<file path="src/rtl/vga_timing_pkg.sv">
// 640x480@60 timing constants and receiver state encoding, shared by the VGA
// timing generator and the receive-side decoder.
package vga_timing_pkg;

   localparam int VGA_H_ACTIVE    = 640;
   localparam int VGA_H_FP        = 16;
   localparam int VGA_H_SYNC      = 96;
   localparam int VGA_H_BP        = 48;
   localparam int VGA_V_ACTIVE    = 480;
   localparam int VGA_V_FP        = 10;
   localparam int VGA_V_SYNC      = 2;
   localparam int VGA_V_BP        = 33;
   localparam int VGA_LOCK_FRAMES = 2;

   localparam int VGA_H_TOTAL = VGA_H_ACTIVE + VGA_H_FP + VGA_H_SYNC + VGA_H_BP;
   localparam int VGA_V_TOTAL = VGA_V_ACTIVE + VGA_V_FP + VGA_V_SYNC + VGA_V_BP;

   typedef enum logic [1:0] {
      SEARCH = 2'd0,
      TRAIN  = 2'd1,
      LOCKED = 2'd2
   } rx_state_t;

endpackage

</file>
<file path="src/rtl/vga_sync_edge.sv">
// Input register for one sync pin: normalises polarity so 1 = asserted and
// pulses rise for one cycle when the registered sync becomes asserted.
module vga_sync_edge #(
   parameter bit ACTIVE_LOW = 1'b1
) (
   input  logic clk,
   input  logic rst,
   input  logic sync_in,
   output logic rise
);

   logic s1_q, s1_d;
   logic prev_q, prev_d;

   always_comb begin
      s1_d   = ACTIVE_LOW ? ~sync_in : sync_in;
      prev_d = s1_q;
   end

   always_ff @(posedge clk or posedge rst) begin
      if (rst) begin
         s1_q   <= 1'b0;
         prev_q <= 1'b0;
      end else begin
         s1_q   <= s1_d;
         prev_q <= prev_d;
      end
   end

   assign rise = s1_q & ~prev_q;

endmodule

</file>
<file path="src/rtl/vga_rx_decoder.sv">
// VGA receive decoder: recovers line/frame position from hsync/vsync, locks
// after LOCK_FRAMES good frames, emits pixel coordinates two clocks after the pins.
// Optional error statistics counters are built when VGA_RX_STATS_EN is defined.
module vga_rx_decoder
   import vga_timing_pkg::*;
#(
   parameter int H_ACTIVE        = VGA_H_ACTIVE,
   parameter int H_FP            = VGA_H_FP,
   parameter int H_SYNC          = VGA_H_SYNC,
   parameter int H_BP            = VGA_H_BP,
   parameter int V_ACTIVE        = VGA_V_ACTIVE,
   parameter int V_FP            = VGA_V_FP,
   parameter int V_SYNC          = VGA_V_SYNC,
   parameter int V_BP            = VGA_V_BP,
   parameter int SYNC_ACTIVE_LOW = 1,
   parameter int LOCK_FRAMES     = VGA_LOCK_FRAMES
) (
   input  logic        vgaclk,
   input  logic        rst,
   input  logic        hsync,
   input  logic        vsync,
   input  logic [3:0]  red,
   input  logic [3:0]  green,
   input  logic [3:0]  blue,
   output logic        pix_valid,
   output logic [9:0]  pix_x,
   output logic [9:0]  pix_y,
   output logic [11:0] pix_rgb,
   output logic        frame_start,
   output logic        locked,
   output logic        line_err,
   output logic        frame_err,
   output logic [15:0] line_err_cnt,
   output logic [15:0] frame_err_cnt
);

   localparam logic [9:0] H_LAST  = 10'(H_ACTIVE + H_FP + H_SYNC + H_BP - 1);
   localparam logic [9:0] V_LAST  = 10'(V_ACTIVE + V_FP + V_SYNC + V_BP - 1);
   localparam logic [9:0] H_START = 10'(H_SYNC + H_BP);
   localparam logic [9:0] H_END   = 10'(H_SYNC + H_BP + H_ACTIVE);
   localparam logic [9:0] V_START = 10'(V_SYNC + V_BP);
   localparam logic [9:0] V_END   = 10'(V_SYNC + V_BP + V_ACTIVE);
   localparam logic [3:0] LOCK_N  = 4'(LOCK_FRAMES);

   function automatic logic [9:0] sat_inc10(input logic [9:0] v);
      return (v == 10'h3FF) ? v : v + 10'd1;
   endfunction

   // S1: sync edge detection and colour capture
   logic        h_rise, v_rise;
   logic [11:0] rgb_q;

   vga_sync_edge #(.ACTIVE_LOW(SYNC_ACTIVE_LOW != 0)) u_hsync_edge (
      .clk(vgaclk), .rst(rst), .sync_in(hsync), .rise(h_rise)
   );
   vga_sync_edge #(.ACTIVE_LOW(SYNC_ACTIVE_LOW != 0)) u_vsync_edge (
      .clk(vgaclk), .rst(rst), .sync_in(vsync), .rise(v_rise)
   );

   always_ff @(posedge vgaclk) begin
      rgb_q <= {red, green, blue};
   end

   // hcnt_d/vcnt_d are the position of the pixel currently held in S1;
   // the _q copies therefore hold the last position of the previous line/frame.
   rx_state_t   state_q, state_d;
   logic [9:0]  hcnt_q, hcnt_d, vcnt_q, vcnt_d;
   logic        vpend_q, vpend_d, line_chk_q, line_chk_d, lines_ok_q, lines_ok_d;
   logic [3:0]  good_frames_q, good_frames_d, gf_inc;
   logic        frame_bnd, line_bad, frame_bad, visible;
   logic        pix_valid_q, pix_valid_d, frame_start_q, frame_start_d;
   logic        line_err_q, line_err_d, frame_err_q, frame_err_d;
   logic [9:0]  pix_x_q, pix_x_d, pix_y_q, pix_y_d;
   logic [11:0] pix_rgb_q, pix_rgb_d;

   always_comb begin
      frame_bnd = h_rise && (vpend_q || v_rise);
      line_bad  = h_rise && line_chk_q && (hcnt_q != H_LAST);
      frame_bad = frame_bnd && (vcnt_q != V_LAST);
      hcnt_d    = h_rise ? 10'd0 : sat_inc10(hcnt_q);
      vcnt_d    = vcnt_q;
      if (frame_bnd) begin
         vcnt_d = 10'd0;
      end else if (h_rise) begin
         vcnt_d = sat_inc10(vcnt_q);
      end
      vpend_d = frame_bnd ? 1'b0 : (vpend_q | v_rise);
   end

   always_comb begin
      state_d       = state_q;
      good_frames_d = good_frames_q;
      gf_inc        = good_frames_q + 4'd1;
      lines_ok_d    = lines_ok_q && !line_bad;
      line_err_d    = 1'b0;
      frame_err_d   = 1'b0;
      case (state_q)
         SEARCH: begin
            if (frame_bnd) begin
               state_d       = TRAIN;
               good_frames_d = 4'd0;
            end
         end
         TRAIN: begin
            if (frame_bnd) begin
               // The line closed by this boundary edge belongs to the frame being judged.
               if (!frame_bad && lines_ok_q && !line_bad) begin
                  good_frames_d = gf_inc;
                  if (gf_inc == LOCK_N) begin
                     state_d = LOCKED;
                  end
               end else begin
                  good_frames_d = 4'd0;
               end
            end
         end
         LOCKED: begin
            line_err_d  = line_bad;
            frame_err_d = frame_bad;
            if (line_bad || frame_bad) begin
               state_d = SEARCH;
            end
         end
         default: state_d = SEARCH;
      endcase
      if (frame_bnd) begin
         lines_ok_d = 1'b1;
      end
      // After dropping back to SEARCH the next line length is not trusted.
      if (state_d == SEARCH && state_q != SEARCH) begin
         line_chk_d = 1'b0;
      end else begin
         line_chk_d = line_chk_q | h_rise;
      end
   end

   always_comb begin
      visible = (state_q == LOCKED) &&
                (hcnt_d >= H_START) && (hcnt_d < H_END) &&
                (vcnt_d >= V_START) && (vcnt_d < V_END);
      pix_valid_d   = visible;
      pix_x_d       = visible ? (hcnt_d - H_START) : pix_x_q;
      pix_y_d       = visible ? (vcnt_d - V_START) : pix_y_q;
      pix_rgb_d     = visible ? rgb_q : pix_rgb_q;
      frame_start_d = visible && (hcnt_d == H_START) && (vcnt_d == V_START);
   end

   // S2: registered pixel outputs and error pulses
   always_ff @(posedge vgaclk or posedge rst) begin
      if (rst) begin
         state_q       <= SEARCH;
         hcnt_q        <= '0;
         vcnt_q        <= '0;
         vpend_q       <= 1'b0;
         line_chk_q    <= 1'b0;
         lines_ok_q    <= 1'b0;
         good_frames_q <= '0;
         pix_valid_q   <= 1'b0;
         pix_x_q       <= '0;
         pix_y_q       <= '0;
         pix_rgb_q     <= '0;
         frame_start_q <= 1'b0;
         line_err_q    <= 1'b0;
         frame_err_q   <= 1'b0;
      end else begin
         state_q       <= state_d;
         hcnt_q        <= hcnt_d;
         vcnt_q        <= vcnt_d;
         vpend_q       <= vpend_d;
         line_chk_q    <= line_chk_d;
         lines_ok_q    <= lines_ok_d;
         good_frames_q <= good_frames_d;
         pix_valid_q   <= pix_valid_d;
         pix_x_q       <= pix_x_d;
         pix_y_q       <= pix_y_d;
         pix_rgb_q     <= pix_rgb_d;
         frame_start_q <= frame_start_d;
         line_err_q    <= line_err_d;
         frame_err_q   <= frame_err_d;
      end
   end

   assign pix_valid   = pix_valid_q;
   assign pix_x       = pix_x_q;
   assign pix_y       = pix_y_q;
   assign pix_rgb     = pix_rgb_q;
   assign frame_start = frame_start_q;
   assign locked      = (state_q == LOCKED);
   assign line_err    = line_err_q;
   assign frame_err   = frame_err_q;

`ifdef VGA_RX_STATS_EN
   logic [15:0] line_cnt_q, line_cnt_d, frame_cnt_q, frame_cnt_d;

   function automatic logic [15:0] sat_inc16(input logic [15:0] v);
      return (v == 16'hFFFF) ? v : v + 16'd1;
   endfunction

   always_comb begin
      line_cnt_d  = line_err_d ? sat_inc16(line_cnt_q) : line_cnt_q;
      frame_cnt_d = frame_err_d ? sat_inc16(frame_cnt_q) : frame_cnt_q;
   end

   always_ff @(posedge vgaclk or posedge rst) begin
      if (rst) begin
         line_cnt_q  <= '0;
         frame_cnt_q <= '0;
      end else begin
         line_cnt_q  <= line_cnt_d;
         frame_cnt_q <= frame_cnt_d;
      end
   end

   assign line_err_cnt  = line_cnt_q;
   assign frame_err_cnt = frame_cnt_q;
`else
   assign line_err_cnt  = 16'h0000;
   assign frame_err_cnt = 16'h0000;
`endif

endmodule

</file>
<file path="config.mk">
export PLATFORM = sky130hd
export DESIGN_NAME = vga_rx_decoder
export DESIGN_NICKNAME = d
export VERILOG_FILES = /design/src/rtl/vga_timing_pkg.sv /design/src/rtl/vga_sync_edge.sv /design/src/rtl/vga_rx_decoder.sv
export SDC_FILE = /design/constraint.sdc
export NUM_CORES = 1
export LEC_CHECK = 0
export CORE_MARGIN = 2
export CORE_UTILIZATION = 28
export CTS_CLUSTER_DIAMETER = 120
export CTS_CLUSTER_SIZE = 12
export DETAILED_ROUTE_END_ITERATION = 6
export MAX_ROUTING_LAYER = met4
export SKIP_CTS_REPAIR_TIMING = 1
export SLEW_MARGIN = 15
export SYNTH_ARGS = -nofsm -noshare
export SYNTH_HDL_FRONTEND = slang
export SYNTH_HIERARCHICAL = 1
export SYNTH_SLANG_ARGS = --single-unit
</file>
<file path="constraint.sdc">
create_clock -name vgaclk -period 5.7 [get_ports vgaclk]
set_clock_uncertainty 0.15 [all_clocks]
set_input_delay 1.14 -clock vgaclk [delete_from_list [all_inputs] [get_ports vgaclk]]
set_output_delay 1.14 -clock vgaclk [all_outputs]
set_load 0.03 [all_outputs]
</file>
==> results of run 1 <==
layout make-up:
cell class / count / area [um2]
fill: 1471 / 9525
sequential: 81 / 1967
multi-input combinational: 252 / 1858
timing repair buffer: 54 / 535.5
tap: 184 / 230.2
clock buffer: 9 / 225.2
clock inverter: 7 / 102.6
inverter: 24 / 90.09
worst register-to-register path, cell delays in order (launching register included):
cell	delay, ps
dfrtp_1	400
nor2b_4	480
inv_1	170
nor2_1	650
a211oi_2	150
or3_1	460
nor4b_2	270
o221a_2	640
buf_4	410
mux2_4	340
through the flow:
stage,std cells,area (um2)
after floorplan,402,4279
after global placement,595,4681
after detailed placement,595,4681
after CTS,611,5009
after global routing,611,5009
final,611,5009
power groups by stage:
stage	Sequential (uW)	Combinational [uW]	Clock, uW
2_1_floorplan	642	200	0
4_1_cts	650	215	650
6_report	651	214	631
3_5_place_dp	662	214	0
5_1_grt	657	243	673
3_3_place_gp	659	209	0
registers in the layout (all words and copies together), names as in the netlist, 2 cells and up:
register / cells
pix_x: 10
pix_y: 10
good_frames_q: 4
vcnt_q: 10
hcnt_q: 10
state_q: 2
rgb_q: 12
pix_rgb: 12
cell usage in the layout, fill, tap and decap left out, types with 8 or more instances in the layout:
cell type	n
dfrtp_1	69
clkdlybuf4s50_1	52
conb_1	32
nor2_1	26
mux2_4	25
inv_1	22
nand2_1	17
a21oi_1	15
dfxtp_1	12
nand3_1	11
clkbuf_16	9
o21ai_0	8
nor3_1	8
ha_1	8
worst max path at each step:
stage	start	to	cells past startpoint	slack, ps
finish	u_hsync_edge/prev_q$_DFF_PP0_	pix_x[8]$_DFFE_PP0P_	9	1450
global route	u_hsync_edge/prev_q$_DFF_PP0_	pix_x[8]$_DFFE_PP0P_	10	1110
CTS	u_hsync_edge/prev_q$_DFF_PP0_	pix_x[8]$_DFFE_PP0P_	9	1420
detailed placement	u_hsync_edge/prev_q$_DFF_PP0_	pix_rgb[3]$_DFFE_PP0P_	9	1450
global placement	u_hsync_edge/prev_q$_DFF_PP0_	pix_x[2]$_DFFE_PP0P_	10	1550
floorplan	vcnt_q[2]$_DFF_PP0_	pix_rgb[0]$_DFFE_PP0P_	12	2570
per-layer routing:
layer,GRT usage (%),part of all wire (%),vias to the layer above
met1,14.56,49,1347
met2,16.57,45,98
met3,2.082,3.5,14
met4,5.495,2.2,0
li1,-,-,1334
met5,-,0,-
kinds of logic after synthesis:
group / Yosys count / share of synthesized area (%)
flip-flops: 81 / 47.25
AND/OR/NAND/NOR: 103 / 14.28
buffers and inverters: 69 / 10.91
other: 1 / 0.09008
adder cells (fa/ha/maj): 8 / 2.405
AO/OA/AOI/OAI: 59 / 10.16
XOR/XNOR: 11 / 2.314
multiplexers: 39 / 12.59
==> impl_metrics.py, run 1 <==
metrics = {
    "worst_setup_path": {
        "r2r_start": "u_hsync_edge/prev_q$_DFF_PP0_",
        "crit_path_end_kind": "flip-flop",
        "crit_family": "simple AND/OR/NAND/NOR gates",
        "cp_max_fo": 22,
        "crit_buf_inv": 2,
        "arrival_ps": 4320,
        "reg2reg_depth": 9,
        "rrSetupSlack_ps": 1450,
        "worstPathCellList": "nor2b_4, inv_1, nor2_1, a211oi_2, or3_1, nor4b_2, o221a_2, buf_4, mux2_4",
        "start_kind": "flip-flop",
        "r2r_end": "pix_x[8]$_DFFE_PP0P_",
        "critPathRequiredTime_ps": 5780,
        "slowest_stage": "nor2_1",
        "cpPeakStageDelay_ps": 650,
        "criticalPathCategory": "flip-flop to flip-flop",
    },
    "detailed_routing": {
        "wl_mm": 8.288,
        "dr.pass1.iters": 4,
        "drt_iter0_drc": 198,
        "vias": 2793,
        "avgViaCountPerCell": 4.571,
        "post-route-drc-count": 0,
        "postRouteAntennaNets": 0,
        "routedWlPerCell_um": 13.56,
    },
    "floorplan": {
        "num_rows": 44,
        "initial_core_util_pct": 28.64,
        "fp.coreArea_um2": 14530,
        "floorplan.io_pins": 85,
        "die_h_um": 125.9,
        "dieArea_um2": 15860,
        "die_w_um": 125.9,
    },
    "clocking": {
        "ctsRootBufferMaster": "clkbuf_16",
        "cts_buffers": 9,
        "clock-sinks": 81,
        "insertion_delay_ps": 340,
        "cts_tree": "done",
        "clock_path_buffers": 2,
        "clk_pin_slew_ps": 60,
        "htree_levels": 3,
    },
    "logic_synthesis": {
        "netlist_area_um2": 4163,
        "synth_edf_count": 0,
        "synth_seq_cells": 81,
        "yosys-top-cells-area": "dfrtp_1 (41%), mux2_4 (9.0%), buf_4 (6.1%)",
        "syn_avg_cell_area_um2": 11.22,
        "ys_seq_area_share_pct": 47.25,
        "synth_cell_types": 62,
        "synth_common_cells": "dfrtp_1 (69), buf_4 (34), nor2_1 (26)",
        "yosysTopAreaCellShare_pct": 41.48,
        "yosys_warnings": 6,
        "yosysMostFrequentCell": "dfrtp_1",
        "synth.largest_area_cell": "dfrtp_1",
        "syn_inst": 371,
        "async_flop_share_pct": 85.19,
        "synthFlopType": "dfrtp_1",
    },
    "sta": {
        "hold_violations": 0,
        "fin_tns_setup_ps": 0,
        "fmax_ghz": 0.2354,
        "setup_violations": 0,
        "rsz0062_at_grt": "false",
        "setup_ws_ps": 1453,
        "min_period_ps": 4247,
        "holdWs_ps": 227.4,
        "tightest_slew_ps": 785.5,
        "fin_crit_sh_pct": 74.51,
        "slew_violations": 0,
        "slew_headroom_pct": 47.44,
    },
    "finish": {
        "area_growth_pct": 20.32,
        "utilization_pct": 34.46,
        "drive_gt1_share_pct": 15.69,
        "layout.nets": 446,
        "insertedDiodeCount": 0,
    },
    "pwr": {
        "netSwitchingFraction_pct": 28.36,
        "switchingPower_uw": 424.4,
        "clockPowerShare_pct": 42.2,
        "power_uw": 1497,
        "combPwrFrac_pct": 14.3,
        "p_per_area_nw_per_um2": 298.8,
        "internal-power_uw": 1072,
        "seq_power_share_pct": 43.5,
        "ir_drop_v": 0.0001816,
        "leakage_uw": 0.002253,
    },
    "placed_design": {
        "io_buffer_count": 52,
        "dp_hpwl_mm": 5.862,
        "routabilityCongestion": 0.8285,
        "pre_cts_ws_ps": 1455,
    },
    "job": {
        "drv_cap": 0,
    },
    "status": {
        "status": "completed",
    },
    "global_route": {
        "grt_pass1_wl_mm": 13.81,
        "grt_start_max_net_pins": 41,
        "grt.overflow.total": 0,
        "grt_usage_pct": 11.13,
        "antenna_found_initial": 0,
        "grt_pass1_vias": 2789,
    },
    "min_path": {
        "min_from": "u_hsync_edge/prev_d$_DFF_PP0_",
        "hp-class": "flip-flop to flip-flop",
        "min_to": "u_hsync_edge/prev_q$_DFF_PP0_",
        "min_path_cells": 0,
    },
}
Note: power is estimated with default switching activity, not from simulation.
==> run 2, diff against run 1 <==
Clock period 5.7 ns to 4.3 ns, I/O delays scaled along.
==> run 2 against run 1 <==
Compared with the run above:
- cell count is 0.65% higher
- die area unchanged
- worst hold slack improved by 5.7 ps
- register-to-register slack got worse by 1000 ps
- largest cell class unchanged
- largest power group unchanged
- highest routed layer unchanged
==> impl_metrics.py, run 2 (synthesis results as in run 1) <==
metrics = {
    "clocking": {
        "insertion_delay_ps": 330,
        "clock-sinks": 81,
        "cts_tree": "done",
        "cts_buffers": 9,
        "clock_path_buffers": 2,
        "htree_levels": 3,
        "ctsRootBufferMaster": "clkbuf_16",
        "clk_pin_slew_ps": 60,
    },
    "detailed_routing": {
        "dr.pass1.iters": 4,
        "drt_iter0_drc": 196,
        "routedWlPerCell_um": 13.57,
        "post-route-drc-count": 0,
        "postRouteAntennaNets": 0,
        "vias": 2837,
        "avgViaCountPerCell": 4.613,
        "wl_mm": 8.347,
    },
    "sta": {
        "fmax_ghz": 0.2582,
        "slew_headroom_pct": 59.67,
        "fin_tns_setup_ps": 0,
        "holdWs_ps": 233.2,
        "slew_violations": 0,
        "setup_violations": 0,
        "tightest_slew_ps": 604.1,
        "hold_violations": 0,
        "fin_crit_sh_pct": 90.06,
        "rsz0062_at_grt": "false",
        "min_period_ps": 3872,
    },
    "worst_setup_path": {
        "crit_family": "compound AO/OA/AOI/OAI gates",
        "arrival_ps": 3940,
        "crit_path_end_kind": "flip-flop",
        "crit_buf_inv": 2,
        "worstPathCellList": "nor2b_4, inv_1, a31oi_1, nor2_1, a21oi_1, nor2_1, ha_1, o41ai_4, a21oi_1, o221a_2, buf_4, mux2_4",
        "cp_max_fo": 22,
        "criticalPathCategory": "flip-flop to flip-flop",
        "slowest_stage": "o41ai_4",
        "cpPeakStageDelay_ps": 480,
        "critPathRequiredTime_ps": 4370,
        "start_kind": "flip-flop",
    },
    "finish": {
        "layout_commonest_cell": "dfrtp_1",
        "layout.nets": 451,
        "mostFrequentLayoutCells": "dfrtp_1 (69), clkdlybuf4s50_1 (52), conb_1 (32)",
        "area_growth_pct": 19.51,
        "multi_input_area_um2": 1858,
        "insertedDiodeCount": 0,
        "register_area_um2": 1967,
        "drive_gt1_share_pct": 15.78,
        "n_fill_cell": 1471,
    },
    "global_route": {
        "grt_usage_pct": 11.30,
        "grt_pass1_vias": 2867,
        "grt_pass1_wl_mm": 14.14,
        "grt.overflow.total": 0,
        "antenna_found_initial": 0,
        "grt_start_max_net_pins": 30,
    },
    "pwr": {
        "p_per_area_nw_per_um2": 365.4,
        "ir_drop_v": 0.0001692,
        "power_uw": 1818,
        "leakage_uw": 0.002234,
    },
    "placed_design": {
        "routabilityCongestion": 0.8669,
        "dp_hpwl_mm": 6.065,
        "io_buffer_count": 52,
    },
    "floorplan": {
        "initial_core_util_pct": 28.64,
        "floorplan.io_pins": 85,
        "die_w_um": 125.9,
        "die_h_um": 125.9,
        "num_rows": 44,
        "fp.coreArea_um2": 14530,
        "dieArea_um2": 15860,
    },
    "job": {
        "drv_cap": 0,
    },
    "min_path": {
        "hp-class": "flip-flop to flip-flop",
    },
    "status": {
        "status": "completed",
    },
}
## run 2: through the flow
step / setup slack, ps / util, % / instance area, um2 / instances
finish: 427.6 / 34.23 / 4975 / 615
global route: 166.8 / 34.23 / 4975 / 615
CTS: 404.5 / 34.23 / 4975 / 615
detailed placement: 426.5 / 32.46 / 4718 / 600
global placement: 508.9 / 32.46 / 4718 / 600
floorplan: 1165 / - / 4279 / 402
## run 2: worst reg2reg max path: stages, from the launching register on
cell and delay, ps:
dfrtp_1 390, nor2b_4 470, inv_1 190, a31oi_1 380, nor2_1 80, a21oi_1 140
nor2_1 80, ha_1 290, o41ai_4 480, a21oi_1 130, o221a_2 370, buf_4 270
mux2_4 330
## run 2: path summary, 6_finish.rpt
path	startpoint	endpoint	slack (ps)	cells after the start
worst max register to register	u_hsync_edge/prev_q$_DFF_PP0_	pix_rgb[3]$_DFFE_PP0P_	430	12
min in group asynchronous	rst	u_vsync_edge/prev_d$_DFF_PP0_	610	2
max in group asynchronous	rst	pix_valid$_DFF_PP0_	2480	3
worst min register to register	u_vsync_edge/prev_d$_DFF_PP0_	u_vsync_edge/prev_q$_DFF_PP0_	230	0
worst min-delay path	u_vsync_edge/prev_d$_DFF_PP0_	u_vsync_edge/prev_q$_DFF_PP0_	230	0
worst max-delay path	u_hsync_edge/prev_q$_DFF_PP0_	pix_rgb[3]$_DFFE_PP0P_	430	12
## run 2: power by group
part	switching [uW]	total [uW]	leakage (uW)	internal [uW]
clock network	283	670	0.000119	387
registers	60.2	865	0.00103	805
logic	180	283	0.00108	103
total	524	1820	0.00223	1290
## run 2: final cells by class
cell class	count	share of cell area [%]
Tap cell	184	4.628
Timing Repair Buffer	59	11.52
Clock inverter	3	0.4024
Clock buffer	12	4.754
Multi-Input combinational cell	252	37.35
Sequential cell	81	39.54
Inverter	24	1.811
## run 2: per-layer routing
layer | wire [um] | track usage [%] | part of all wire (%) | vias to the layer above
li1 | - | - | - | 1349
met3 | 464 | 2.804 | 5.6 | 6
met4 | 100 | 4.202 | 1.2 | 0
met2 | 3839 | 17.05 | 46 | 105
met5 | 0 | - | 0 | -
met1 | 3943 | 14.74 | 47 | 1377
